`src/rtl/sw_mode_ctrl_pkg.sv`:
```
// Shared types and constants for the stopwatch mode sequencer.
package sw_mode_ctrl_pkg;

    localparam int SEC_H_W      = 3;
    localparam int DIG_W        = 4;
    localparam int DISP_W       = SEC_H_W + 3 * DIG_W;
    localparam int DB_TICKS_DEF = 2;

    typedef enum logic [2:0] {
        ST_IDLE = 3'd0,
        ST_RUN  = 3'd1,
        ST_STOP = 3'd2,
        ST_LAP  = 3'd3,
        ST_DONE = 3'd4
    } sw_state_e;

    // STOP deliberately shares the IDLE pattern; it is only visible through pause.
    function automatic logic [2:0] state_led_of(input sw_state_e s);
        case (s)
            ST_RUN:  return 3'b001;
            ST_LAP:  return 3'b011;
            ST_DONE: return 3'b100;
            default: return 3'b000;
        endcase
    endfunction

endpackage

```
`src/rtl/sw_btn_debounce.sv`:
```
// Button conditioner: 2-FF sync, stable-level debouncer, rising-edge press pulse.
// Latency: raw edge to o_press is 2 + DB_TICKS cycles; no backpressure.
module sw_btn_debounce #(
    parameter int DB_TICKS = 2
) (
    input  logic clk_100hz,
    input  logic rst_n,
    input  logic i_btn,
    output logic o_press
);

    localparam int CNT_W = $clog2(DB_TICKS + 1);

    logic             r_s1;
    logic             r_s2;
    logic             r_lvl;
    logic             r_press;
    logic [CNT_W-1:0] r_cnt;

    always_ff @(posedge clk_100hz or negedge rst_n) begin
        if (!rst_n) begin
            r_s1    <= 1'b0;
            r_s2    <= 1'b0;
            r_lvl   <= 1'b0;
            r_press <= 1'b0;
            r_cnt   <= '0;
        end else begin
            r_s1    <= i_btn;
            r_s2    <= r_s1;
            r_press <= 1'b0;
            // Any sample matching the accepted level restarts the stability run.
            if (r_s2 == r_lvl) begin
                r_cnt <= '0;
            end else if (r_cnt == CNT_W'(DB_TICKS - 1)) begin
                r_lvl   <= r_s2;
                r_cnt   <= '0;
                r_press <= r_s2;
            end else begin
                r_cnt <= r_cnt + CNT_W'(1);
            end
        end
    end

    assign o_press = r_press;

endmodule

```
`src/rtl/sw_mode_ctrl.sv`:
```
// Stopwatch mode sequencer: buttons to sw_en/pause/clear, lap capture, display mux.
// Latency: press pulse to outputs is 1 cycle, all outputs registered; no backpressure.
module sw_mode_ctrl
    import sw_mode_ctrl_pkg::*;
#(
    parameter int DB_TICKS = DB_TICKS_DEF,
    parameter int LAP_W    = 4
) (
    input  logic               clk_100hz,
    input  logic               rst_n,
    input  logic               btn_ss,
    input  logic               btn_lr,
    input  logic               time_out,
    input  logic [SEC_H_W-1:0] live_sec_h,
    input  logic [DIG_W-1:0]   live_sec_l,
    input  logic [DIG_W-1:0]   live_msec_h,
    input  logic [DIG_W-1:0]   live_msec_l,
    output logic               sw_en,
    output logic               pause,
    output logic               clear,
    output logic [SEC_H_W-1:0] disp_sec_h,
    output logic [DIG_W-1:0]   disp_sec_l,
    output logic [DIG_W-1:0]   disp_msec_h,
    output logic [DIG_W-1:0]   disp_msec_l,
    output logic [LAP_W-1:0]   lap_cnt,
    output logic [2:0]         state_led
);

    logic              w_press_ss;
    logic              w_press_lr;
    sw_state_e         r_state;
    sw_state_e         w_nxt;
    logic              w_clear_nxt;
    logic              w_lap_take;
    logic [DISP_W-1:0] w_live;
    logic [DISP_W-1:0] r_latch;
    logic [DISP_W-1:0] r_disp;
    logic [LAP_W-1:0]  r_lap_cnt;
    logic              r_sw_en;
    logic              r_pause;
    logic              r_clear;
    logic [2:0]        r_led;

    sw_btn_debounce #(.DB_TICKS(DB_TICKS)) u_db_ss (
        .clk_100hz (clk_100hz),
        .rst_n     (rst_n),
        .i_btn     (btn_ss),
        .o_press   (w_press_ss)
    );

    sw_btn_debounce #(.DB_TICKS(DB_TICKS)) u_db_lr (
        .clk_100hz (clk_100hz),
        .rst_n     (rst_n),
        .i_btn     (btn_lr),
        .o_press   (w_press_lr)
    );

    assign w_live = {live_sec_h, live_sec_l, live_msec_h, live_msec_l};

    // Event priority within a state: time_out, then Start/Stop, then Lap/Reset.
    always_comb begin
        w_nxt = r_state;
        case (r_state)
            ST_IDLE: if (w_press_ss) w_nxt = ST_RUN;
            ST_RUN: begin
                if (time_out)        w_nxt = ST_DONE;
                else if (w_press_ss) w_nxt = ST_STOP;
                else if (w_press_lr) w_nxt = ST_LAP;
            end
            ST_LAP: begin
                if (time_out)        w_nxt = ST_DONE;
                else if (w_press_ss) w_nxt = ST_STOP;
                else if (w_press_lr) w_nxt = ST_RUN;
            end
            ST_STOP: begin
                if (w_press_ss)      w_nxt = ST_RUN;
                else if (w_press_lr) w_nxt = ST_IDLE;
            end
            ST_DONE: if (w_press_lr) w_nxt = ST_IDLE;
            default: w_nxt = ST_IDLE;
        endcase
        w_clear_nxt = ((r_state == ST_STOP) || (r_state == ST_DONE)) && (w_nxt == ST_IDLE);
        w_lap_take  = (r_state == ST_RUN) && (w_nxt == ST_LAP);
    end

    always_ff @(posedge clk_100hz or negedge rst_n) begin
        if (!rst_n) begin
            r_state   <= ST_IDLE;
            r_sw_en   <= 1'b0;
            r_pause   <= 1'b0;
            r_clear   <= 1'b0;
            r_led     <= 3'b000;
            r_latch   <= '0;
            r_disp    <= '0;
            r_lap_cnt <= '0;
        end else begin
            r_state <= w_nxt;
            r_sw_en <= (w_nxt != ST_IDLE);
            r_pause <= (w_nxt == ST_STOP) || (w_nxt == ST_DONE);
            r_clear <= w_clear_nxt;
            r_led   <= state_led_of(w_nxt);
            if (w_lap_take) r_latch <= w_live;
            // On the lap-entry cycle the latch is still being written, so show live directly.
            if (w_nxt == ST_LAP) r_disp <= w_lap_take ? w_live : r_latch;
            else                 r_disp <= w_live;
            if (w_clear_nxt)
                r_lap_cnt <= '0;
            else if (w_lap_take && (r_lap_cnt != {LAP_W{1'b1}}))
                r_lap_cnt <= r_lap_cnt + LAP_W'(1);
        end
    end

    assign sw_en     = r_sw_en;
    assign pause     = r_pause;
    assign clear     = r_clear;
    assign state_led = r_led;
    assign lap_cnt   = r_lap_cnt;
    assign {disp_sec_h, disp_sec_l, disp_msec_h, disp_msec_l} = r_disp;

endmodule

```
`config.mk`:
```
export PLATFORM = sky130hd
export DESIGN_NAME = sw_mode_ctrl
export DESIGN_NICKNAME = d
export VERILOG_FILES = /design/src/rtl/sw_mode_ctrl_pkg.sv /design/src/rtl/sw_btn_debounce.sv /design/src/rtl/sw_mode_ctrl.sv
export SDC_FILE = /design/constraint.sdc
export NUM_CORES = 1
export LEC_CHECK = 0
export ABC_AREA = 0
export CAP_MARGIN = 20
export CORE_MARGIN = 5
export CORE_UTILIZATION = 40
export DETAILED_ROUTE_END_ITERATION = 16
export HOLD_SLACK_MARGIN = 0.06
export PLACE_DENSITY = 0.66
export SLEW_MARGIN = 25
export SYNTH_ARGS = -nofsm -noshare
export SYNTH_HDL_FRONTEND = slang
export SYNTH_SLANG_ARGS = --single-unit
```
`constraint.sdc`:
```
create_clock -name clk_100hz -period 3.84 [get_ports clk_100hz]
set_input_delay 0.96 -clock clk_100hz [delete_from_list [all_inputs] [get_ports clk_100hz]]
set_output_delay 0.96 -clock clk_100hz [all_outputs]
set_load 0.05 [all_outputs]
```
==> metrics, run 1 <==
status finished clean; initial antenna violation count 0; Post-synth EDFFs 0; syn nets 160; htree depth 2; final wirelength 3740 microns; hold_buf cts 0; CTS clk-pin slew, worst paths 90 ps; largest cells by area after synthesis dfrtp_1 (66%), mux2_2 (17%), nor2b_1 (1.8%); vias in the first global route 1311; Post-Synth Adder-Cell Area 0.598%; dpl hpwl 2650 microns; first-pass GRT wire length 5980 microns; total track usage 11.8%; Die Y 82.3 microns; Clock Sinks 55; mapped cell area 0.00209 sq mm; Power Density 578 mW/mm^2; worst-case clock buffer depth 2; sequential-to-total area share from yosys stat 65.8%; TritonCTS buffer count 5; Placer Congestion 0.769; CTS tree built; Yosys reg bits 55; ys flop type dfrtp_1; Sequential Area 0.00138 sq mm; Leakage 1.25 nW; Worst slew margin 55.1%; CP endpoint kind register; crit path cell chain clkdlybuf4s50_1, nor4b_4, nand2_2, or3_1, a21oi_1; post-layout util 53.3%; Critical Path Max Stage Delay 480 ps; layout cells sized above 1 25.0%; number of diodes 0; achievable frequency 0.391 GHz; Multi-input gate area 697 sq um; Final setup viols 0; Buf+Inv Stages, Crit Path 1; max-slew violations 0; cell family with most CP delay simple AND/OR/NAND/NOR gates; # port buffers 44; Fillers 431; Initial Util 41.0%; CTS Root Cell clkbuf_8; Final ANT Viol Nets 0; critical path type primary input to register; Layout Area Growth over Synthesis 30.1%; post-synthesis compound-gate area fraction 2.87%; critical path launch point type primary input; Clock Skew 5.46 ps; Critical Path AT 2790 ps; Cells after Synth 139; Pre-antenna DRT Iters 4; Worst Max-Slew Pin Slew 673 ps; fin cells 258; setup_tns 0 ps; row cnt 26; Nets 208; largest net degree at the start of global routing 32; io pins 45; post_cts resized 0; Req. time, crit path 4070 ps; clock latency at the later pin of the worst-skew pair 300 ps; period utilization 66.5%; DR vias 1250; Unique masters post-synth 26; Placed Cells incl. Taps 250; Post-route DRC 0; combinational family with the most area after synthesis multiplexers; XOR/XNOR Fraction of Synth Area 1.26%; fin crit period 2560 ps; Synthesis Warnings 0; Hold Crit Class register to register; asr flop ratio synth 100%; DRT iter0 DRCs 61; cell taking the most area after synthesis dfrtp_1; syn avg cell area 15.1 sq um; die area 0.00678 sq mm; Crit-path slowest cell clkdlybuf4s50_1; max_cap viols 0; Yosys top cell area share 65.8%; core box area 0.00511 sq mm; overall power 1.57 mW; post-CTS setup buffer count 0; CP Max Fanout 16; worst vdd ir 0.416 mV; GR Overflow Total 0; Via-to-Cell Ratio 4.84; die width 82.3 microns; RSZ-0062 raised after global routing no; DR WL/cell 14.5 microns; Final Hold Viols 0; Post-Synth Simple-Gate Area 9.93%; Hold WS 359 ps; mux cell area share after synthesis 18.7%
-- through the flow --
stage               setup slack, ps  area [sq um]
finish                         1280          2720
floorplan                      1770          2090
global placement               1060          2600
CTS                            1250          2720
global route                   1130          2720
detailed placement              952          2600
-- cell usage after synthesis (2+ instances only) --
cell type / number
and2_1: 2
nand2b_1: 4
nor2b_1: 6
nand3_1: 4
a21oi_1: 2
nand2_2: 2
or3_1: 2
o32ai_1: 2
buf_2: 3
mux2_2: 32
xnor2_1: 2
nor2_1: 5
o21ai_0: 2
and3b_1: 3
mux2i_1: 3
dfrtp_1: 55
-- kinds of logic (layout without fill, tap and decap cells) --
group | after synthesis | count (layout)
compound gates | 9 | 9
xor+xnor | 3 | 3
fa+ha+maj | 1 | 1
buf+inv | 4 | 53
flops | 55 | 55
mux | 35 | 35
simple gates | 32 | 32
-- registers in the layout (all words and copies together) (netlist names) --
| signal | flops |
|---|---|
| r_disp | 15 |
| clear | 1 |
| u_db_lr.r_s1 | 1 |
| u_db_lr.r_lvl | 1 |
| u_db_ss.o_press | 1 |
| pause | 1 |
| state_led | 3 |
| r_latch | 15 |
| u_db_ss.r_s2 | 1 |
| u_db_lr.o_press | 1 |
| u_db_lr.r_s2 | 1 |
| r_state | 3 |
| sw_en | 1 |
| lap_cnt | 4 |
| u_db_ss.r_s1 | 1 |
| u_db_lr.r_cnt | 2 |
| u_db_ss.r_lvl | 1 |
| u_db_ss.r_cnt | 2 |
-- metal layers --
| layer | routed length (microns) | track usage (%) | vias to the layer above |
|---|---|---|---|
| li1 | - | - | 574 |
| met2 | 1860 | 19.4 | 43 |
| met3 | 311 | 5.10 | 4 |
| met1 | 1540 | 13.7 | 629 |
| met4 | 25 | 4.15 | 0 |
| met5 | 0 | 0 | - |
-- cell type report --
cell class                      instances  area share [%]
Clock buffer                            6            3.03
Tap cell                               70            3.22
Sequential cell                        55            50.6
Timing Repair Buffer                   45            16.3
Multi-Input combinational cell         80            25.6
Clock inverter                          2            1.29
-- cells in the final DEF, fill, tap and decap left out, types with 3 or more instances in the layout --
| cell type | instances |
|---|---|
| nor2_1 | 5 |
| nand3_1 | 4 |
| nand2b_1 | 4 |
| mux2_2 | 32 |
| and3b_1 | 3 |
| clkdlybuf4s50_1 | 43 |
| dfrtp_1 | 55 |
| clkbuf_8 | 6 |
| mux2i_1 | 3 |
| nor2b_1 | 6 |
-- worst paths after layout --
check	slack, ps	from	to	cells past startpoint
worst max-delay path	1280	time_out	lap_cnt[3]$_DFFE_PN0P_	5
worst min register to register	360	u_db_lr.r_s1$_DFF_PN0_	u_db_lr.r_s2$_DFF_PN0_	0
min in group asynchronous	690	rst_n	u_db_lr.r_cnt[0]$_DFF_PN0_	1
max in group asynchronous	2380	rst_n	u_db_lr.o_press$_DFF_PN0_	2
worst max register to register	1970	u_db_ss.o_press$_DFF_PN0_	lap_cnt[3]$_DFFE_PN0P_	4
worst min-delay path	360	u_db_lr.r_s1$_DFF_PN0_	u_db_lr.r_s2$_DFF_PN0_	0
-- report_power, final --
group,internal [mW],switching [mW]
registers,0.710,0.0820
logic,0.188,0.203
clock network,0.211,0.179
total,1.11,0.463
Power figures use the tool's default switching activity.
==> run 2, diff against run 1 <==
- PLACE_DENSITY: 0.66 -> 0.69
- clock period: 3.84 -> 2.3 ns (I/O delays scaled with it)
==> run 2 against run 1 <==
  * Power is 66% higher
  * Register-to-register slack worse by 1300 ps
  * Global-route usage is 0.14 points lower
  * Critical path type is now register to primary output
  * Wire length is 4.9% lower
  * Largest power group unchanged
  * Critical endpoint is now lap_cnt[0]
==> metrics, run 2 (synthesized netlist as in run 1, its figures left out) <==
combinational share of power 25.0% (was 24.8%); overall power 2.61 mW (was 1.57 mW); period utilization 92.0%; Sw Share 28.8% (was 29.5%); Req. time, crit path 1730 ps (was 4070 ps); row cnt 26 (unchanged); CP endpoint kind primary output (was register); TritonCTS buffer count 5 (unchanged); clock latency at the later pin of the worst-skew pair 300 ps (about the same); crit path cell chain clkdlybuf4s50_1 (was clkdlybuf4s50_1, nor4b_4, nand2_2, or3_1, a21oi_1); Worst Max-Slew Pin Slew 505 ps (was 673 ps); setup_tns 0 ps (unchanged); status finished clean (unchanged); Clock Skew 3.98 ps (was 5.46 ps); Final Cell Area 0.00275 sq mm (was 0.00272 sq mm); critical path type register to primary output (was primary input to register); initial antenna violation count 0 (unchanged); Internal 1.86 mW (was 1.11 mW); RSZ-0062 raised after global routing no (unchanged); total track usage 11.7% (was 11.8%); pre-CTS WS 69.1 ps (was 952 ps); Placed Cells incl. Taps 254 (was 250); CTS clk-pin slew, worst paths 90 ps (about the same); Layout Area Growth over Synthesis 31.5% (was 30.1%); Post-route DRC 0 (unchanged); Clock Sinks 55 (unchanged); dpl hpwl 2650 microns (about the same); CTS tree built (unchanged); cell family with most CP delay buffers and inverters (was simple AND/OR/NAND/NOR gates); Leakage 1.27 nW (was 1.25 nW); first-pass GRT wire length 5930 microns (was 5980 microns); htree depth 2 (unchanged); commonest non-fill, non-tap cell in the layout dfrtp_1 (unchanged); final wirelength 3550 microns (was 3740 microns); GR Overflow Total 0 (unchanged); number of diodes 0 (unchanged); post_cts resized 0 (unchanged); Nets 212 (was 208); Crit-path slowest cell clkdlybuf4s50_1 (unchanged); # port buffers 44 (unchanged); Critical Path Max Stage Delay 830 ps (was 480 ps); Via-to-Cell Ratio 4.63 (was 4.84); Power Density 948 mW/mm^2 (was 578 mW/mm^2); DR WL/cell 13.6 microns (was 14.5 microns); final worst slack 184 ps (was 1280 ps); hold_buf cts 0 (unchanged); worst-case clock buffer depth 2 (unchanged); Final ANT Viol Nets 0 (unchanged); max_cap viols 0 (unchanged); Hold Crit Class primary input to asynchronous set/reset pin (was register to register); post-CTS setup buffer count 0 (unchanged); Final setup viols 0 (unchanged); layout cells sized above 1 26.6% (was 25.0%); io pins 45 (unchanged); core box area 0.00511 sq mm (unchanged); critical path launch point type register (was primary input); sequential power share 50.5% (was 50.4%); max-slew violations 0 (unchanged); NetSw 753 uW (was 463 uW); CTS Root Cell clkbuf_8 (unchanged); Area after DPL 0.00263 sq mm (was 0.00260 sq mm); worst vdd ir 0.512 mV (was 0.416 mV); largest net degree at the start of global routing 31 (was 32); Final Hold Viols 0 (unchanged); post-layout util 53.9% (was 53.3%); most frequent cells in the layout dfrtp_1 (55), clkdlybuf4s50_1 (43), mux2_2 (32) (unchanged); fin cells 262 (was 258); achievable frequency 0.473 GHz; die area 0.00678 sq mm (unchanged); fin crit period 2120 ps; Initial Util 41.0% (unchanged); Critical Path AT 1540 ps (was 2790 ps); Die Y 82.3 microns (unchanged); Hold WS 75.9 ps (was 359 ps); die width 82.3 microns (unchanged); vias in the first global route 1287 (was 1311); Clk pwr share 24.5% (was 24.8%); Pre-antenna DRT Iters 2 (was 4); Worst slew margin 66.2% (was 55.1%); Buf+Inv Stages, Crit Path 1 (unchanged); Fillers 430 (was 431); CP Max Fanout 4 (was 16); DRT iter0 DRCs 52 (was 61); Placer Congestion 0.831 (was 0.769); DR vias 1214 (was 1250)
==> run 2: cell count changes in the layout (fill, tap and decap cells not counted), sizes merged <==
cell | previous run | this run
buf | 2 | 6
==> run 2: final timing paths <==
check	startpoint	to	slack, ps	cells past startpoint
max in group asynchronous	rst_n	r_disp[8]$_DFF_PN0_	1640	2
min reg2reg	u_db_lr.r_s1$_DFF_PN0_	u_db_lr.r_s2$_DFF_PN0_	350	0
min	rst_n	clear$_DFF_PN0_	80	1
max	lap_cnt[0]$_DFFE_PN0P_	lap_cnt[0]	180	1
max reg2reg	u_db_ss.o_press$_DFF_PN0_	r_disp[11]$_DFF_PN0_	700	3
min in group clk_100hz	u_db_lr.r_s1$_DFF_PN0_	u_db_lr.r_s2$_DFF_PN0_	350	0
==> run 2: final cells by class <==
| class | instances | area, sq um | area share, % |
|---|---|---|---|
| multi-input cells | 80 | 697 | 25.3 |
| repair buffers | 49 | 473 | 17.2 |
| flip-flops and latches | 55 | 1380 | 50.0 |
| clock buffers | 6 | 82.6 | 3.00 |
| clock inverters | 2 | 35.0 | 1.27 |
| well taps | 70 | 87.6 | 3.18 |
==> run 2: routing by layer <==
metal / GRT usage, % / vias to the layer above / share of wire [%]
li1: - / 584 / -
met4: 5.65 / 0 / 2.1
met5: 0 / - / 0
met3: 3.15 / 5 / 6.8
met2: 18.3 / 35 / 46
met1: 15.0 / 590 / 45
==> run 2: power groups by stage <==
stage	Sequential [mW]	Combinational (mW)	Clock, mW
2_1_floorplan	1.46	0.306	0
3_3_place_gp	1.32	0.638	0
3_5_place_dp	1.34	0.660	0
4_1_cts	1.32	0.663	0.668
5_1_grt	1.35	0.709	0.703
6_report	1.32	0.651	0.641
==> run 3, diff against run 2 <==
- CORE_UTILIZATION: 40 -> 45
- PLACE_DENSITY: 0.69 -> 0.76
==> run 3 against run 2 <==
  * Register-to-register slack lost 120 ps
  * Final area shrank 1.5%
  * Setup slack lost 32 ps
  * Via count grew 2.9%
  * Critical endpoint is now lap_cnt[2]
  * Largest cell class unchanged
  * Largest power group unchanged
==> metrics, run 3 (synthesized netlist as in run 1, its figures left out) <==
status finished clean (unchanged); achievable frequency 0.466 GHz (was 0.473 GHz); Hold Crit Class primary input to asynchronous set/reset pin (unchanged); Post-route DRC 0 (unchanged); commonest non-fill, non-tap cell in the layout dfrtp_1 (unchanged); Pre-antenna DRT Iters 4 (was 2); Placer Congestion 0.869 (was 0.831); fin crit period 2150 ps (was 2120 ps); Via-to-Cell Ratio 5.16 (was 4.63); DR WL/cell 15.8 microns (was 13.6 microns); CP endpoint kind primary output (unchanged); Critical Path AT 1570 ps (was 1540 ps); Clock Skew 11.7 ps (was 3.98 ps); Fillers 357 (was 430); hold_buf cts 0 (unchanged); critical path launch point type register (unchanged); critical path type register to primary output (unchanged); post_cts resized 0 (unchanged); Nets 210 (was 212); vias in the first global route 1355 (was 1287); row cnt 24 (was 26); Die Y 78.2 microns (was 82.3 microns); CTS clk-pin slew, worst paths 100 ps (was 90 ps); Worst Max-Slew Pin Slew 632 ps (was 505 ps); dpl hpwl 2770 microns (was 2650 microns); max_cap viols 0 (unchanged); Critical Path Stages 1 (unchanged); # port buffers 44 (unchanged); most frequent cells in the layout dfrtp_1 (55), clkdlybuf4s50_1 (43), mux2_2 (32) (unchanged); Final setup viols 0 (unchanged); post-CTS setup buffer count 0 (unchanged); io pins 45 (unchanged); max-slew violations 0 (unchanged); Initial Util 47.1% (was 41.0%); cell family with most CP delay buffers and inverters (unchanged); TritonCTS buffer count 5 (unchanged); CTS Root Cell clkbuf_8 (unchanged); Req. time, crit path 1730 ps (about the same); crit path cell chain clkdlybuf4s50_1 (unchanged); first-pass GRT wire length 6570 microns (was 5930 microns); fin cells 242 (was 262); Final Hold Viols 0 (unchanged); CTS tree built (unchanged); initial antenna violation count 0 (unchanged); layout cells sized above 1 25.3% (was 26.6%); largest net degree at the start of global routing 29 (was 31); Layout Area Growth over Synthesis 29.5% (was 31.5%); Power Density 941 mW/mm^2 (was 948 mW/mm^2); htree depth 2 (unchanged); clock latency at the later pin of the worst-skew pair 310 ps (was 300 ps); total track usage 14.0% (was 11.7%); Clock Sinks 55 (unchanged); die area 0.00611 sq mm (was 0.00678 sq mm); Worst Reg-to-Reg Cells 3 (unchanged); DRT iter0 DRCs 68 (was 52); RSZ-0062 raised after global routing no (unchanged); Buf+Inv Stages, Crit Path 1 (unchanged); Worst slew margin 57.9% (was 66.2%); die width 78.2 microns (was 82.3 microns); Final Cell Area 0.00271 sq mm (was 0.00275 sq mm); worst-case clock buffer depth 2 (unchanged); number of diodes 0 (unchanged); core box area 0.00444 sq mm (was 0.00511 sq mm); Crit-path slowest cell clkdlybuf4s50_1 (unchanged); Area after DPL 0.00261 sq mm (was 0.00263 sq mm); Placed Cells incl. Taps 234 (was 254); final wirelength 3820 microns (was 3550 microns); Final ANT Viol Nets 0 (unchanged); GR Overflow Total 0 (unchanged); worst vdd ir 0.448 mV (was 0.512 mV); Leakage 1.25 nW (was 1.27 nW); Critical Path Max Stage Delay 830 ps (about the same); DR vias 1249 (was 1214); period utilization 93.4% (was 92.0%); CP Max Fanout 5 (was 4)
==> run 3: cell count changes in the layout (fill, tap and decap cells not counted) <==
| cell | delta |
|---|---|
| clkbuf_8 | +1 |
| buf_4 | -3 |
| clkinv_2 | -1 |
| clkbuf_1 | +1 |
| bufinv_16 | -1 |
| buf_12 | +1 |
==> run 3: layout make-up <==
cell class / count / area (sq um) / area share, %
Multi-Input combinational cell: 80 / 697 / 25.7
Sequential cell: 55 / 1380 / 50.8
Tap cell: 52 / 65.1 / 2.40
Timing Repair Buffer: 47 / 470 / 17.4
Clock buffer: 8 / 100 / 3.70
==> run 3: path summary, 6_finish.rpt <==
path | start | to | slack (ps)
max in group asynchronous | rst_n | r_disp[6]$_DFF_PN0_ | 1450
hold reg to reg | u_db_lr.r_s1$_DFF_PN0_ | u_db_lr.r_s2$_DFF_PN0_ | 360
hold / removal | rst_n | state_led[2]$_DFF_PN0_ | 270
setup / recovery | lap_cnt[2]$_DFFE_PN0P_ | lap_cnt[2] | 150
min in group clk_100hz | u_db_lr.r_s1$_DFF_PN0_ | u_db_lr.r_s2$_DFF_PN0_ | 360
setup reg to reg | r_state[2]$_DFF_PN0_ | r_disp[11]$_DFF_PN0_ | 580
==> run 3: power by group <==
part	leakage (nW)	internal, mW	total (mW)	switching [mW]
registers	0.707	1.19	1.33	0.139
logic	0.495	0.317	0.659	0.342
clock network	0.0515	0.275	0.566	0.291
total	1.25	1.78	2.55	0.771
==> run 3: per-stage QoR <==
step | power [mW] | hold WS (ps) | setup WS (ps) | setup TNS, ps | utilization, %
floorplan | 1.77 | 279 | 618 | 0 | -
CTS | 2.58 | 298 | 145 | 0 | 61.0
finish | 2.55 | 275 | 152 | 0 | 61.0
global placement | 1.95 | 332 | 35.3 | 0 | 58.7
global route | 2.70 | 324 | 81.7 | 0 | 61.0
detailed placement | 2.01 | 337 | -15.0 | -28.5 | 58.7
==> run 3: layer usage <==
metal  part of all wire [%]  track usage [%]  up-vias
met5                      0                0        -
met4                   0.99             5.24        0
met3                    4.0             4.00        4
met2                     53             24.2       39
met1                     42             16.5      617
li1                       -                -      589
